$ cat config.mk
export PLATFORM = sky130hd
export DESIGN_NAME = apb_cmd_master
export DESIGN_NICKNAME = d
export VERILOG_FILES = /design/src/rtl/apb_cmd_master_pkg.sv /design/src/rtl/apb_wait_timer.sv /design/src/rtl/apb_cmd_master.sv
export SDC_FILE = /design/constraint.sdc
export NUM_CORES = 1
export LEC_CHECK = 0
export BUFFER_PORTS_ARGS = -buffer_cell sky130_fd_sc_hd__buf_4
export CAP_MARGIN = 20
export CORE_MARGIN = 2
export CORE_UTILIZATION = 49
export DETAILED_ROUTE_END_ITERATION = 16
export PLACE_DENSITY = 0.83
export SLEW_MARGIN = 0
export SYNTH_ARGS = -nofsm -noshare
export SYNTH_HDL_FRONTEND = slang
export SYNTH_HIERARCHICAL = 1
export SYNTH_SLANG_ARGS = --single-unit
export TNS_END_PERCENT = 30
$ cat constraint.sdc
create_clock -name PCLK -period 2.93 [get_ports PCLK]
set_input_delay 0.586 -clock PCLK [delete_from_list [all_inputs] [get_ports PCLK]]
set_output_delay 0.586 -clock PCLK [all_outputs]
set_load 0.03 [all_outputs]
$ cat src/rtl/apb_cmd_master_pkg.sv
// apb_cmd_master_pkg: shared types and constants for the APB command master.
// Holds the FSM encoding, the APB data width and the bus reset defaults.
package apb_cmd_master_pkg;

    typedef enum logic [1:0] {
        IDLE   = 2'd0,
        SETUP  = 2'd1,
        ACCESS = 2'd2,
        RESP   = 2'd3
    } state_t;

    localparam int APB_DW = 32;

    localparam logic [APB_DW-1:0] PWDATA_RST = '0;
    localparam logic [APB_DW-1:0] RDATA_RST  = '0;
    localparam logic              PWRITE_RST = 1'b0;

endpackage

$ cat src/rtl/apb_wait_timer.sv
// apb_wait_timer: wait-state counter with clear, saturating increment
// and a match flag at TIMEOUT-1. TIMEOUT=0 keeps the match flag low.
module apb_wait_timer #(
    parameter int CNT_W   = 16,
    parameter int TIMEOUT = 255
) (
    input  logic i_clk,
    input  logic i_rst_n,
    input  logic i_clr,
    input  logic i_inc,
    output logic o_match
);

    localparam logic [CNT_W-1:0] LIMIT =
        CNT_W'((TIMEOUT == 0) ? 0 : TIMEOUT - 1);

    logic [CNT_W-1:0] r_cnt;
    logic             w_sat;

    assign w_sat   = (r_cnt == {CNT_W{1'b1}});
    assign o_match = (TIMEOUT != 0) && (r_cnt == LIMIT);

    // Count stalled cycles; clear has priority, saturate at all-ones.
    always_ff @(posedge i_clk or negedge i_rst_n) begin
        if (!i_rst_n) begin
            r_cnt <= '0;
        end else if (i_clr) begin
            r_cnt <= '0;
        end else if (i_inc && !w_sat) begin
            r_cnt <= r_cnt + CNT_W'(1);
        end
    end

endmodule

$ cat src/rtl/apb_cmd_master.sv
// apb_cmd_master: valid/ready command to single APB3 transfer bridge.
// One transfer in flight; stalled completers are aborted by a timer.
module apb_cmd_master
    import apb_cmd_master_pkg::*;
#(
    parameter int ADDR_W  = 12,
    parameter int TIMEOUT = 255,
    parameter int CNT_W   = 16
) (
    input  logic              PCLK,
    input  logic              PRESETn,
    input  logic              cmd_valid,
    output logic              cmd_ready,
    input  logic              cmd_write,
    input  logic [ADDR_W-1:0] cmd_addr,
    input  logic [APB_DW-1:0] cmd_wdata,
    output logic              rsp_valid,
    input  logic              rsp_ready,
    output logic [APB_DW-1:0] rsp_rdata,
    output logic              rsp_err,
    output logic              rsp_timeout,
    output logic              PSEL,
    output logic [ADDR_W-1:0] PADDR,
    output logic              PENABLE,
    output logic              PWRITE,
    output logic [APB_DW-1:0] PWDATA,
    input  logic [APB_DW-1:0] PRDATA,
    input  logic              PREADY,
    input  logic              PSLVERR
);

    state_t r_state;
    logic   w_clr;
    logic   w_inc;
    logic   w_match;
    logic   w_unused_addr;

    // Word-aligned bus: the byte-lane bits of the command are dropped.
    assign w_unused_addr = ^cmd_addr[1:0];

    assign cmd_ready = (r_state == IDLE);
    assign w_clr     = (r_state == SETUP);
    assign w_inc     = (r_state == ACCESS) && !PREADY && !w_match;

    apb_wait_timer #(
        .CNT_W   (CNT_W),
        .TIMEOUT (TIMEOUT)
    ) u_timer (
        .i_clk   (PCLK),
        .i_rst_n (PRESETn),
        .i_clr   (w_clr),
        .i_inc   (w_inc),
        .o_match (w_match)
    );

    // Transfer sequencer; every bus and response output is registered here.
    always_ff @(posedge PCLK or negedge PRESETn) begin
        if (!PRESETn) begin
            r_state     <= IDLE;
            PSEL        <= 1'b0;
            PENABLE     <= 1'b0;
            PWRITE      <= PWRITE_RST;
            PADDR       <= '0;
            PWDATA      <= PWDATA_RST;
            rsp_valid   <= 1'b0;
            rsp_rdata   <= RDATA_RST;
            rsp_err     <= 1'b0;
            rsp_timeout <= 1'b0;
        end else begin
            unique case (r_state)
                IDLE: begin
                    if (cmd_valid) begin
                        PADDR   <= {cmd_addr[ADDR_W-1:2], 2'b00};
                        PWRITE  <= cmd_write;
                        PWDATA  <= cmd_wdata;
                        PSEL    <= 1'b1;
                        PENABLE <= 1'b0;
                        r_state <= SETUP;
                    end
                end
                SETUP: begin
                    PENABLE <= 1'b1;
                    r_state <= ACCESS;
                end
                ACCESS: begin
                    if (PREADY) begin
                        PSEL        <= 1'b0;
                        PENABLE     <= 1'b0;
                        rsp_rdata   <= PWRITE ? RDATA_RST : PRDATA;
                        rsp_err     <= PSLVERR;
                        rsp_timeout <= 1'b0;
                        rsp_valid   <= 1'b1;
                        r_state     <= RESP;
                    end else if (w_match) begin
                        PSEL        <= 1'b0;
                        PENABLE     <= 1'b0;
                        rsp_rdata   <= RDATA_RST;
                        rsp_err     <= 1'b1;
                        rsp_timeout <= 1'b1;
                        rsp_valid   <= 1'b1;
                        r_state     <= RESP;
                    end
                end
                RESP: begin
                    if (rsp_ready) begin
                        rsp_valid <= 1'b0;
                        r_state   <= IDLE;
                    end
                end
                default: begin
                    r_state <= IDLE;
                end
            endcase
        end
    end

endmodule

# After elaboration in Yosys (flattened, before gate mapping)

Cells that the tools add are included.

Input bits: 83
Word-level logic and storage cells: 60
Register bits: 98

Equality and inequality tests: 8
Reduce and logical (&&, ||, !) cells: 18
Mux-type cells: 22
Add/subtract/negate cells: 1

Operators with widths:

| cell                                                                   | count |
|---|---|
| 32-bit 2-to-1 mux                                                      | 3 |
| 16-bit 2-to-1 mux                                                      | 2 |
| 16-bit by 1-bit adder with 16-bit output, second input constant        | 1 |
| 16-bit equality test, second input constant                            | 1 |
| 16-bit by 8-bit equality test with 1-bit output, second input constant | 1 |
| 3-bit AND reduction                                                    | 4 |
| 1-bit 2-to-1 mux                                                       | 9 |
| 2-bit 2-to-1 mux                                                       | 4 |
| 2-bit case mux with 4 select lines                                     | 1 |
| 2-bit nonzero test                                                     | 4 |
| 2-bit equality test, second input constant                             | 2 |
| 2-bit != test, second input constant                                   | 2 |
| 1-bit case mux with 2 select lines                                     | 2 |
| 2-bit AND reduction                                                    | 2 |
| 1-bit logical AND                                                      | 3 |
| 1-bit zero test                                                        | 3 |
| 3-bit != test, second input constant                                   | 1 |
| 1-bit case mux with 3 select lines                                     | 1 |
| 3-bit nonzero test                                                     | 1 |
| 2-bit by 1-bit equality test with 1-bit output, second input constant  | 1 |
| 2-bit zero test                                                        | 1 |

# Depth between registers and ports, before layout

Depth after elaboration: 6
Mapped depth: 11
Gate-level depth less buffers: 10

# Modules after synthesis

Netlist, hierarchy kept.

By module, submodules not included:

| module         | area each (µm²) | instances | seq. area each (µm²) | cells each |
|---|---|---|---|---|
| apb_cmd_master | 3298.2          | 1         | 2052.0               | 270 |
| apb_wait_timer | 959.7           | 1         | 400.4                | 100 |

# Least setup slack after synthesis

OpenSTA, ideal clock, no wires.

Kind: register -> register
Start point: reg u_timer.r_cnt[0]
End point: reg u_timer.r_cnt[15]
Period minus slack after synthesis: 2383 ps
Cell stages (with the launch flop): 12
Data required time: 2802 ps
Arrival time: 2256 ps
Buffers on the path: 1
Path slack: 547 ps
Cells stage by stage: dfrtp_1 > inv_1 > ha_1 > nor4b_1 > nand4_1 > nor2_1 > nor3b_4 > nand2_1 > or2_2 > clkbuf_1 > nor4b_2 > mux2_1

Longest elaborated chain between the ends: 5
Elaborated cells between the ends (all ways): 10
Those cells by class: 1 x add/sub; 2 x eq/ne; 2 x mux; 5 x reduce/logical

RTL lines:

| what                                            | RTL line             | source |
|---|---|---|
| start: declaration                              | apb_wait_timer.sv:17 | `logic [CNT_W-1:0] r_cnt;` |
| start signal: assignment                        | apb_wait_timer.sv:30 | `r_cnt <= r_cnt + CNT_W'(1);` |
| 16-bit by 8-bit equality test with 1-bit output | apb_wait_timer.sv:21 | `assign o_match = (TIMEOUT != 0) && (r_cnt == LIMIT);` |
| net w_match                                     | apb_cmd_master.sv:35 | `logic w_match;` |
| 1-bit zero test                                 | apb_cmd_master.sv:43 | `assign w_inc = (r_state == ACCESS) && !PREADY && !w_match;` |
| 1-bit logical AND                               | apb_cmd_master.sv:43 |  |
| net w_inc                                       | apb_cmd_master.sv:34 | `logic w_inc;` |
| 1-bit logical AND                               | apb_wait_timer.sv:29 | `end else if (i_inc && !w_sat) begin` |
| 2-bit nonzero test (no source line)             | n/a                  |  |

The timed path passes the listed nets, and every way through them passes these cells. The select of a mux whose other input is x is not followed.
A chain may end at the register's enable or synchronous reset.

# Worst setup path in the final report

Start point: reg u_timer.r_cnt[0]
End point: reg u_timer.r_cnt[13]

Same word-level chain as after synthesis.

==> out/qor.yml <==
status: "finished clean"
synth_top_family_by_area: "simple AND/OR/NAND/NOR gates"
ctsHoldBuffers: 0
fin_area_um2: 5730
initial_core_util_pct: 49.8
yosysMostFrequentCell: "dfrtp_1"
fin_tns_setup_ns: 0
die-area_um2: 9450
grt_pass1_wl_um: 15900
routed_wl_um: 9670
die_w_um: 97.2
post_cts.repair.setup_buffers: 0
finalPower_mw: 6.34
p_leak_nw: 2.75
synthFlopType: "dfrtp_1"
nets: 620
synth_cells: 370
setup.worst_path.end_class: "flop"
n_antenna_cell: 0
wire_per_inst_um: 15.1
critPathLaunchType: "flop"
cts_tree: "built"
synthSimpleGateAreaFrac_pct: 14.4
timing.rr.end: "u_timer/r_cnt[13]"
fin_skew_ns: 0.00905
cpPeakStageDelay_ns: 0.49
dr.first_iter.drc_count: 141
io_buffers: 161
yosysWarnings: 6
path_clk_slew_ns: 0.09
gr-usage-all-layers_pct: 20.7
placed_cells: 626
grt_max_degree: 99
yosys_register_bits: 98
nFillCells: 649
synthTopCellsByArea: "dfrtp_1 58%, mux2_2 12%, nand2_1 6.3%"
syn_avg_cell_area_um2: 11.5
r2r-start: "u_timer/r_cnt[0]"
cts_resized: 0
synth_area_leader_cell: "dfrtp_1"
drive_gt1_share_pct: 44.2
grt_pass1_vias: 3260
io_pins: 166
slew_violations: 0
cts_buffers: 9
syn_area_um2: 4260
gr-total-overflow: 0
instances_no_fill: 642
drtPass1Iterations: 4
max_freq_mhz: 394
vias: 3324
synthAdderAreaFrac_pct: 2.35
placed_area_um2: 5540
antenna_found_initial: 0
ff2ff_path_depth: 10
syn_to_final_growth_pct: 34.6
worstSetupPathType: "reg2reg"
hold_path.class: "in2async"
crit_chain: "inv_1, ha_1, nor4b_1, nand4_1, nor2_1, nor3b_4, nand2_1, or2_2, or4_1, a21oi_1"
clock_sinks: 98
rsz0062_at_grt: "no"
gp_congestion: 0.835
async_flop_share_pct: 100
worst_slew_margin_rel_pct: 37.5
setup_violations: 0
synth_compound_area_share_pct: 8.46
clock_path_buffers: 2
crit_fanout: 11
muxShareOfSynthArea_pct: 12.6
crit_slowest_cell: "or4_1"
cap_violations: 0
synth-seq-area-share_pct: 57.6
period_minus_slack_ns: 2.54
critPathRequiredTime_ns: 3.21
rrSetupSlack_ns: 0.39
dp_hpwl_um: 7070
synth_common_cells: "98 x dfrtp_1, 71 x nand2_1, 45 x mux2_2, 26 x o21ai_0, 16 x o21ai_1"
post_drt_via_cell_ratio: 5.18
final_util_pct: 67.0
clock_latency_ns: 0.37
synth_edf_count: 0
synth_xor_area_share_pct: 0.617
core_um2: 8550
finalHoldViolCount: 0
tightest_slew_ns: 0.934
synth_cell_types: 43
post-route-period-util_pct: 86.6
peakVddDrop_mv: 0.634
cts_max_level: 3
root_buffer: "clkbuf_8"
drc_errors: 0
critPathArrivalTime_ns: 2.82
synth.top_cell.area_share_pct: 57.6
ant_nets: 0
rows: 34
power_density_nw_per_um2: 1110
die_h_um: 97.2
## cells in the final DEF, fill, tap and decap left out, types with 2 or more instances in the layout
cell type / synthesis / layout
nor4b_1: 2 / 2
ha_1: 8 / 8
inv_1: 11 / 11
buf_4: 5 / 165
clkinv_4: 0 / 2
or3_1: 5 / 5
nand3_1: 6 / 6
nor2b_1: 5 / 5
nor3_1: 3 / 3
nor2_1: 9 / 9
dfrtp_1: 98 / 98
and4_1: 2 / 2
a21oi_1: 8 / 8
mux2i_1: 2 / 2
o31ai_1: 4 / 4
xnor2_1: 2 / 2
or4_1: 5 / 5
nand4_1: 4 / 4
clkbuf_8: 0 / 9
o21ai_1: 16 / 16
o41ai_1: 2 / 2
inv_6: 0 / 2
mux2_2: 45 / 45
o21ai_0: 26 / 26
nand2_1: 71 / 70
conb_1: 1 / 2
## through the flow
| step | setup WS [ns] | hold slack [ns] |
|---|---|---|
| after floorplan | 0.547 | 0.290 |
| after global placement | 0.476 | 0.465 |
| after detailed placement | 0.430 | 0.473 |
| after CTS | 0.392 | 0.284 |
| after global routing | 0.204 | 0.293 |
| final | 0.393 | 0.228 |
## logic make-up after synthesis
kind of cell / count (synthesis)
compound gates: 62
xor+xnor: 3
fa+ha+maj: 8
buf+inv: 30
flops: 98
mux: 48
other cells: 1
simple gates: 120
## worst max path at each step
stage | end | start | slack, ns
final | u_timer/r_cnt[13] | u_timer/r_cnt[0] | 0.39
after global routing | u_timer/r_cnt[15] | u_timer/r_cnt[0] | 0.20
after CTS | u_timer/r_cnt[13] | u_timer/r_cnt[0] | 0.39
after detailed placement | u_timer/r_cnt[15] | u_timer/r_cnt[0] | 0.43
after global placement | u_timer/r_cnt[15] | u_timer/r_cnt[0] | 0.48
after floorplan | u_timer/r_cnt[15] | u_timer/r_cnt[0] | 0.55
## cell type report
cell class	count	area [um2]	area share, %
inverters	11	41.3	0.721
flip-flops and latches	98	2450	42.8
clock buffers	9	124	2.16
multi-input cells	243	1660	28.9
clock inverters	7	63.8	1.11
repair buffers	166	1260	22.0
well taps	108	135	2.36
## registers in the layout (all words and copies together) (netlist names)
| register | cells |
|---|---|
| PWDATA | 32 |
| rsp_rdata | 32 |
| u_timer/r_cnt | 16 |
| PADDR | 10 |
| r_state | 2 |
| PENABLE | 1 |
| PSEL | 1 |
| PWRITE | 1 |
| rsp_err | 1 |
| rsp_timeout | 1 |
| rsp_valid | 1 |
## worst max-delay path, delay by kind of cell (launching register included)
| family | cells | cell delay (ns) |
|---|---|---|
| buffers and inverters | 1 | 0.09 |
| DFF | 1 | 0.39 |
| and+or+nand+nor | 7 | 1.64 |
| AOI/OAI and AO/OA | 1 | 0.15 |
| adders and majority gates | 1 | 0.21 |
## routing by layer
metal	GRT usage, %	up-vias	wire length, um
met4	8.65	0	237
met2	34.7	108	4840
li1	-	1597	-
met1	25.8	1599	4010
met3	4.96	20	584
met5	0	-	0
## where the power goes
part           internal [mW]  switching (mW)
Clock                  0.323           0.494
Sequential              1.93           0.336
Combinational           1.31            1.96
Total                   3.56            2.79
No activity file was read; power rests on OpenSTA's default activity.
